[src/rtl/uart_byte_receiver_pkg.sv]
// Shared definitions for the UART byte receiver and its downstream command receiver.
//   DATA_BITS     data bits per frame
//   BIT_IDX_W     width of the data-bit index
//   CMD_BYTE_W    byte width consumed by the command receiver
//   rx_state_t    receiver FSM state encodings
//   rx_out_t      registered strobe/data payload presented on the output ports
package uart_byte_receiver_pkg;

    localparam int unsigned DATA_BITS  = 8;
    localparam int unsigned BIT_IDX_W  = $clog2(DATA_BITS);
    localparam int unsigned CMD_BYTE_W = 8;

    typedef enum logic [2:0] {
        ST_IDLE   = 3'd0,
        ST_START  = 3'd1,
        ST_DATA   = 3'd2,
        ST_PARITY = 3'd3,
        ST_STOP   = 3'd4
    } rx_state_t;

    typedef struct packed {
        logic                 valid;
        logic                 framing_error;
        logic                 parity_error;
        logic [DATA_BITS-1:0] data;
    } rx_out_t;

    // Parity bit the transmitter should have sent for this byte.
    function automatic logic expected_parity(input logic [DATA_BITS-1:0] data,
                                             input logic                 odd);
        return (^data) ^ odd;
    endfunction

endpackage

[src/rtl/uart_byte_receiver_sync_2ff.sv]
// Two-flop synchronizer for asynchronous pin inputs, parameterised width and reset value.
//   clock  system clock
//   reset  synchronous, active-high; both stages load RESET_VAL
//   d      asynchronous input
//   q      synchronized output (two clocks of latency)
module uart_byte_receiver_sync_2ff #(
    parameter int unsigned          WIDTH     = 1,
    parameter logic [WIDTH-1:0]     RESET_VAL = '0
) (
    input  logic             clock,
    input  logic             reset,
    input  logic [WIDTH-1:0] d,
    output logic [WIDTH-1:0] q
);

    logic [WIDTH-1:0] meta;

    always_ff @(posedge clock) begin
        if (reset) begin
            meta <= RESET_VAL;
            q    <= RESET_VAL;
        end else begin
            meta <= d;
            q    <= meta;
        end
    end

endmodule

[src/rtl/uart_byte_receiver.sv]
// 8-bit asynchronous serial receiver (LSB first, 1 stop bit), mid-bit sampling.
// Optional parity bit when the UART_RX_PARITY_EN macro is defined (PARITY_ODD selects odd parity).
//   clock               system clock, rising edge
//   reset               synchronous, active-high
//   rx                  asynchronous serial line, idles high
//   serial_output_data  last good byte, held until the next one
//   serial_output_valid one-cycle strobe, new byte on serial_output_data
//   framing_error       one-cycle strobe, stop bit sampled low
//   parity_error        one-cycle strobe, parity mismatch (constant 0 without parity)
//   busy                high whenever the FSM is not idle
module uart_byte_receiver
    import uart_byte_receiver_pkg::*;
#(
    parameter int unsigned CLKS_PER_BIT = 417,
    parameter int unsigned PARITY_ODD   = 0
) (
    input  logic                 clock,
    input  logic                 reset,
    input  logic                 rx,
    output logic [DATA_BITS-1:0] serial_output_data,
    output logic                 serial_output_valid,
    output logic                 framing_error,
    output logic                 parity_error,
    output logic                 busy
);

    localparam int unsigned    CNT_W     = $clog2(CLKS_PER_BIT);
    localparam int unsigned    HALF_BIT  = CLKS_PER_BIT / 2;
    localparam logic [CNT_W-1:0] HALF_LAST = CNT_W'(HALF_BIT - 1);
    localparam logic [CNT_W-1:0] FULL_LAST = CNT_W'(CLKS_PER_BIT - 1);
    localparam logic [BIT_IDX_W-1:0] LAST_BIT = BIT_IDX_W'(DATA_BITS - 1);

    // Elaboration-time parameter checks.
    if (CLKS_PER_BIT < 4) begin : g_bad_clks_per_bit
        $error("uart_byte_receiver: CLKS_PER_BIT must be >= 4");
    end
    if (PARITY_ODD > 1) begin : g_bad_parity_odd
        $error("uart_byte_receiver: PARITY_ODD must be 0 or 1");
    end
    if (DATA_BITS != CMD_BYTE_W) begin : g_bad_byte_width
        $error("uart_byte_receiver: byte width must match the command receiver");
    end

    logic                  rx_s;
    logic [1:0]            settle;
    rx_state_t             state;
    rx_state_t             state_nx;
    logic [CNT_W-1:0]      cnt;
    logic [CNT_W-1:0]      cnt_nx;
    logic [BIT_IDX_W-1:0]  bit_idx;
    logic [BIT_IDX_W-1:0]  bit_idx_nx;
    logic [DATA_BITS-1:0]  shift;
    logic [DATA_BITS-1:0]  shift_nx;
    logic                  armed;
    logic                  armed_nx;
    logic                  busy_q;
    logic                  busy_nx;
    rx_out_t               out_q;
    rx_out_t               out_nx;
    logic                  sample_pt;
`ifdef UART_RX_PARITY_EN
    logic                  par_bad;
    logic                  par_bad_nx;
`endif

    // Pin synchronizer; line idles high so the flops reset to 1.
    uart_byte_receiver_sync_2ff #(
        .WIDTH     (1),
        .RESET_VAL (1'b1)
    ) u_rx_sync (
        .clock (clock),
        .reset (reset),
        .d     (rx),
        .q     (rx_s)
    );

    // The synchronizer still shows its reset value of 1 for one cycle after reset;
    // arming is held off until real pin data has reached rx_s so a line held low
    // through reset cannot look like a high-then-low start edge.
    always_ff @(posedge clock) begin
        if (reset) begin
            settle <= 2'b00;
        end else begin
            settle <= {settle[0], 1'b1};
        end
    end

    // Start sample is half a bit in; every later sample is one full bit apart.
    assign sample_pt = (state == ST_START) ? (cnt == HALF_LAST) : (cnt == FULL_LAST);

    // State register.
    always_ff @(posedge clock) begin
        if (reset) begin
            state <= ST_IDLE;
        end else begin
            state <= state_nx;
        end
    end

    // Next-state logic.
    always_comb begin
        state_nx = state;
        case (state)
            ST_IDLE: begin
                if (armed && !rx_s) state_nx = ST_START;
            end
            ST_START: begin
                if (sample_pt) state_nx = rx_s ? ST_IDLE : ST_DATA;
            end
            ST_DATA: begin
                if (sample_pt && (bit_idx == LAST_BIT)) begin
`ifdef UART_RX_PARITY_EN
                    state_nx = ST_PARITY;
`else
                    state_nx = ST_STOP;
`endif
                end
            end
`ifdef UART_RX_PARITY_EN
            ST_PARITY: begin
                if (sample_pt) state_nx = ST_STOP;
            end
`endif
            ST_STOP: begin
                if (sample_pt) state_nx = ST_IDLE;
            end
            default: state_nx = ST_IDLE;
        endcase
    end

    // Datapath and output next values.
    always_comb begin
        cnt_nx               = cnt;
        bit_idx_nx           = bit_idx;
        shift_nx             = shift;
        armed_nx             = armed;
        busy_nx              = (state_nx != ST_IDLE);
        out_nx               = '0;
        out_nx.data          = out_q.data;
`ifdef UART_RX_PARITY_EN
        par_bad_nx           = par_bad;
`endif

        // Per-bit counter restarts at every sample point.
        if (state == ST_IDLE) begin
            cnt_nx = '0;
        end else if (sample_pt) begin
            cnt_nx = '0;
        end else begin
            cnt_nx = cnt + CNT_W'(1);
        end

        case (state)
            ST_IDLE: begin
                bit_idx_nx = '0;
                if (settle[1] && rx_s) armed_nx = 1'b1;
            end
            ST_START: begin
                if (sample_pt) begin
                    bit_idx_nx = '0;
`ifdef UART_RX_PARITY_EN
                    par_bad_nx = 1'b0;
`endif
                end
            end
            ST_DATA: begin
                if (sample_pt) begin
                    shift_nx   = {rx_s, shift[DATA_BITS-1:1]};
                    bit_idx_nx = bit_idx + BIT_IDX_W'(1);
                end
            end
`ifdef UART_RX_PARITY_EN
            ST_PARITY: begin
                if (sample_pt) par_bad_nx = (rx_s != expected_parity(shift, 1'(PARITY_ODD)));
            end
`endif
            ST_STOP: begin
                if (sample_pt) begin
                    if (!rx_s) begin
                        // Broken frame: disarm until the line is seen idle again.
                        out_nx.framing_error = 1'b1;
                        armed_nx             = 1'b0;
`ifdef UART_RX_PARITY_EN
                    end else if (par_bad) begin
                        out_nx.parity_error  = 1'b1;
`endif
                    end else begin
                        out_nx.valid = 1'b1;
                        out_nx.data  = shift;
                    end
                end
            end
            default: begin
            end
        endcase
    end

    // Datapath and output registers.
    always_ff @(posedge clock) begin
        if (reset) begin
            cnt     <= '0;
            bit_idx <= '0;
            shift   <= '0;
            armed   <= 1'b0;
            busy_q  <= 1'b0;
            out_q   <= '0;
`ifdef UART_RX_PARITY_EN
            par_bad <= 1'b0;
`endif
        end else begin
            cnt     <= cnt_nx;
            bit_idx <= bit_idx_nx;
            shift   <= shift_nx;
            armed   <= armed_nx;
            busy_q  <= busy_nx;
            out_q   <= out_nx;
`ifdef UART_RX_PARITY_EN
            par_bad <= par_bad_nx;
`endif
        end
    end

    assign serial_output_data  = out_q.data;
    assign serial_output_valid = out_q.valid;
    assign framing_error       = out_q.framing_error;
    assign parity_error        = out_q.parity_error;
    assign busy                = busy_q;

endmodule
[config.mk]
export PLATFORM = sky130hd
export DESIGN_NAME = uart_byte_receiver
export DESIGN_NICKNAME = d
export VERILOG_FILES = /design/src/rtl/uart_byte_receiver_pkg.sv /design/src/rtl/uart_byte_receiver_sync_2ff.sv /design/src/rtl/uart_byte_receiver.sv
export SDC_FILE = /design/constraint.sdc
export NUM_CORES = 1
export LEC_CHECK = 0
export ABC_AREA = 1
export CORE_MARGIN = 2
export CORE_UTILIZATION = 27
export CTS_CLUSTER_DIAMETER = 100
export DETAILED_ROUTE_END_ITERATION = 10
export HOLD_SLACK_MARGIN = 0.08
export PLACE_DENSITY_LB_ADDON = 0.15
export SLEW_MARGIN = 20
export SYNTH_ARGS = -nofsm -noshare
export SYNTH_HDL_FRONTEND = slang
export SYNTH_SLANG_ARGS = --single-unit
[constraint.sdc]
create_clock -name clock -period 3.3 [get_ports clock]
set_input_delay 0.66 -clock clock [delete_from_list [all_inputs] [get_ports clock]]
set_output_delay 0.66 -clock clock [all_outputs]
set_load 0.05 [all_outputs]
## Yosys cells after proc, flatten, opt, wreduce, memory -nomap -nowiden

Index checks and enable logic that the tools add are counted.
Widths: inputs -> output; s select.

| storage, ports and cells | value |
|---|---|
| register bits after elaboration | 40 |
| input port bits | 3 |

| operators by class | value |
|---|---|
| add/subtract/negate cells | 2 |
| equality and inequality tests | 11 |
| muxes and demuxes | 17 |
| bitwise gates (word level) | 2 |
| reductions and logical operators | 14 |

Operator list:

| cell | count |
|---|---|
| $mux 3 | 6 |
| $pmux 3 s4 | 1 |
| $add 9x1->9 const B | 1 |
| $eq 9x8->1 const B | 1 |
| $eq 9x9->1 const B | 1 |
| $pmux 3 s3 | 1 |
| $ne 2x2->1 const B | 4 |
| $mux 1 | 7 |
| $eq 3x3->1 const B | 2 |
| $reduce_and 3->1 | 2 |
| $reduce_bool 3->1 | 2 |
| $reduce_or 3->1 | 2 |
| $reduce_and 4->1 | 1 |
| $add 3x1->3 const B | 1 |
| $eq 3x1->1 const B | 1 |
| $eq 3x2->1 const B | 1 |
| $logic_and 1x1->1 | 3 |
| $logic_not 3->1 | 1 |
| $mux 2 | 1 |
| $ne 2x1->1 const B | 1 |
| $not 1->1 | 2 |
| $pmux 1 s2 | 1 |
| $reduce_and 2->1 | 1 |
| $reduce_bool 2->1 | 1 |
| $logic_not 1->1 | 1 |

## Logic depth before layout (Yosys ltp)

| logic depth | value |
|---|---|
| word-level depth | 6 |
| gate-level depth with buffers | 12 |
| depth with buffers taken out | 12 |

## Cells and area by module

Synthesis repeated with hierarchy kept, for this count alone.

| unflattened totals | value |
|---|---|
| cell total of the unflattened synthesis | 230 |
| area total of the unflattened synthesis | 1740.4 um2 |

Modules (own cells, without submodules):

| module | times used | cells an instance | area each (um2) | seq. area each (um2) |
|---|---|---|---|---|
| uart_byte_receiver | 1 | 223 | 1681.6 | 740.7 |
| uart_byte_receiver_sync_2ff | 1 | 7 | 58.8 | 40.0 |

## Least setup slack after synthesis

Ideal clock, no wire load.

| timing | value |
|---|---|
| path kind | input to register |
| start point | input reset |
| end point | register busy_q, in the netlist busy |
| library setup time | 0.114 ns |
| arrival time | 1.390 ns |
| path slack | 1.795 ns |
| stages | 5 |
| path buffers | 2 |
| cell sequence | clkbuf_1 inv_1 clkbuf_1 nand2_1 nand2_1 |

RTL lines:

| what | line | RTL |
|---|---|---|
| start: declaration | uart_byte_receiver.sv:18 | `input logic reset,` |
| end signal: assignment | uart_byte_receiver.sv:215 | `busy_q <= busy_nx;` |
| end: declaration | uart_byte_receiver.sv:56 | `logic busy_q;` |

## Worst setup path after layout

| timing | value |
|---|---|
| start point | register out_q, in the netlist serial_output_data[5] |
| end point | output serial_output_data[5] |

RTL lines:

| what | line | RTL |
|---|---|---|
| start: declaration | uart_byte_receiver.sv:58 | `rx_out_t out_q;` |
| start signal: assignment | uart_byte_receiver.sv:216 | `out_q <= out_nx;` |
| end: declaration | uart_byte_receiver.sv:20 | `output logic [DATA_BITS-1:0] serial_output_data,` |

No word-level cell between the ends.

==> results.yml <==
final_layout:
  seqCellArea_um2: 781
  final_cell_mix: "nor2_1, dfxtp_1, nand2_1"
  fillCellCount: 645
  antenna_cells: 0
  layout.nets: 222
  fin_util_pct: 33.0
  final_common_cell: "nor2_1"
  fin_area_mm2: 0.00195
  syn2layout_area_growth_pct: 17.7
  multi_input_area_um2: 791
  drive_gt1_share_pct: 14.3
synthesis:
  synthesis.area_mm2: 0.00166
  avgSynthCellArea_um2: 8.25
  synth-adder-area-share_pct: 2.26
  synth_cell_types: 32
  ys_seq_area_share_pct: 47.1
  yosysWarnings: 0
  synth_mux_area_share_pct: 0
  post-synth-top-area-fraction_pct: 47.1
  synth_nets: 207
  synth-simple-area-share_pct: 34.7
  syn_inst: 201
  synth_area_leader_cell: "dfxtp_1"
  ys_ff_latch: 39
  synth-compound-area-share_pct: 7.85
  synth_top_family_by_area: "simple AND/OR/NAND/NOR gates"
  synth_xor_area_share_pct: 2.64
  synth_area_leaders: "dfxtp_1, nor2_1, nand2_1, nor3_1, nand3_1"
place:
  portBuffers: 13
  gp_congestion: 0.761
  hpwl_mm: 2.26
  placedInstanceArea_mm2: 0.00186
cts:
  cts_tree: "done"
  clkTransAtPathRegs_ns: 0.08
  clk_latency_ns: 0.29
  post_cts_buffers: 0
  h-tree-depth: 2
  clk_path_buf_depth: 2
  cts_buffers: 5
  cts_sinks: 39
  hold_buffers: 0
  root_buffer: "clkbuf_8"
  cts_resized: 0
global_route:
  antenna_found_initial: 0
  grt_pass1_vias: 1273
  grt_pass1_wl_mm: 5.91
  grt_usage_pct: 11.6
  grt_max_degree: 24
  grt_overflow: 0
flow_run:
  drv_cap: 0
floorplan:
  fp.coreArea_mm2: 0.00592
  io_pins: 15
  rows: 28
  die_width_um: 82.4
  start_util_pct: 28.0
  fp.dieH_um: 82.4
  die_area_mm2: 0.00678
power_and_ir_drop:
  vdd_drop_max_mv: 0.182
  pwr-share-seq_pct: 56.8
  power.switching_mw: 0.206
  comb_power_share_pct: 2.9
  swShare_pct: 24.6
  p_per_area_mw_per_mm2: 430
  power.share.clock_pct: 40.3
  finalPower_mw: 0.840
  power_leakage_nw: 0.803
  p_int_mw: 0.633
timing:
  max_freq_mhz: 476
  rsz0062_at_grt: "false"
  worst_pin_slew_ns: 0.685
  clock_skew_ns: 0.00407
  period_needed_ns: 2.10
  relSlewSlack_pct: 54.3
  setup_violations: 0
  drv_slew: 0
  fin_crit_sh_pct: 63.7
  tns_ns: 0
  hold_viol_final: 0
detailed_routing:
  ant_nets: 0
  drt_iter0_drc: 52
  route.detailed.drc: 0
  viasPerCell: 4.37
  vias: 1275
  drtPass1Iterations: 4
  wl_mm: 3.25
  wl_per_cell_um: 11.1
worst_setup_path:
  critPathLaunchType: "flop"
  arrival_ns: 1.44
  ff2ff_setup_slack_ns: 1.75
  path_delay_family: "buffers and inverters"
  critical_path_class: "reg -> out"
  crit_path_top_delay_cell: "clkdlybuf4s50_1"
  max_stage_delay_ns: 0.80
  path_max_fanout: 2
  crit_path_end_kind: "output port"
  path_buf_inv: 1
  path_cells: "clkdlybuf4s50_1"
  critical_path_required_ns: 2.64
outcome:
  status: "complete, no violations"
worst_hold_path:
  hold_class: "reg -> reg"
==> logic make-up (layout without fill, tap and decap cells) <==
logic type                 count (synthesis)  in the layout
DFF                                       39             39
other                                      1              1
AOI/OAI and AO/OA                         23             23
and+or+nand+nor                          109            109
adders and majority gates                  3              3
xor gates and xnor gates                   5              5
buffers and inverters                     21             37
==> area by class of cell <==
class / count / share of cell area, %
multi-input cells: 141 / 40.5
flip-flops and latches: 39 / 40.0
repair buffers: 13 / 6.67
well taps: 75 / 4.81
clock buffers: 5 / 3.53
inverters: 16 / 3.27
clock inverters: 3 / 1.22
==> cell usage after synthesis (all sizes together) <==
library cell / n
nand3b: 1
a21oi: 6
ha: 3
or2: 4
nor2: 47
buf: 1
nand2: 26
nor3b: 1
xor2: 4
xnor2: 1
clkinv: 1
clkbuf: 4
dfxtp: 39
conb: 1
nand3: 12
o21ai: 17
nand4: 5
inv: 15
nor3: 13
==> sequential cells by signal, indices dropped and copies added, names as in the netlist, 2 cells and up <==
name	count
bit_idx	3
settle	2
serial_output_data	8
state	3
cnt	9
shift	8
==> metal layers <==
| layer | global-route usage (%) | part of all wire (%) | wire length, um |
|---|---|---|---|
| met1 | 15.7 | 52 | 1680 |
| met3 | 3.26 | 3.1 | 102 |
| met2 | 17.0 | 43 | 1400 |
| met5 | 0 | 0 | 0 |
| met4 | 5.00 | 2.0 | 64 |
==> power by group through the flow <==
stage	sequential (mW)	clock, mW	combinational [mW]
final	0.477	0.339	0.0243
after global routing	0.478	0.370	0.0281
after CTS	0.477	0.354	0.0248
after detailed placement	0.488	0	0.0248
after global placement	0.488	0	0.0246
after floorplan	0.488	0	0.0190
==> stage by stage <==
step | std cells | worst slack [ns] | hold WS (ns)
after global placement | 284 | 1.04 | 0.397
after detailed placement | 284 | 0.992 | 0.394
after floorplan | 201 | 1.80 | 0.388
after global routing | 292 | 1.14 | 0.431
final | 292 | 1.20 | 0.414
after CTS | 292 | 1.17 | 0.416
==> path summary, 6_finish.rpt <==
check                                          start                      end  depth (start not counted)
hold reg to reg            u_rx_sync.meta$_SDFF_PP1_   u_rx_sync.q$_SDFF_PP1_                          1
setup / recovery  serial_output_data[5]$_SDFFE_PP0P_    serial_output_data[5]                          1
hold / removal             u_rx_sync.meta$_SDFF_PP1_   u_rx_sync.q$_SDFF_PP1_                          1
setup reg to reg                   cnt[6]$_SDFF_PP0_  bit_idx[1]$_SDFFE_PP0P_                          8
==> worst reg2reg max path, stage by stage, from the launching register on <==
cell     delay [ns]
dfxtp_1        0.36
nor2_1         0.12
nand2_1        0.09
o21ai_4        0.29
nand4_4        0.25
nand2_4        0.16
nand3_1        0.07
nand2_1        0.07
nor2_1         0.05
Power figures use the tool's default switching activity.
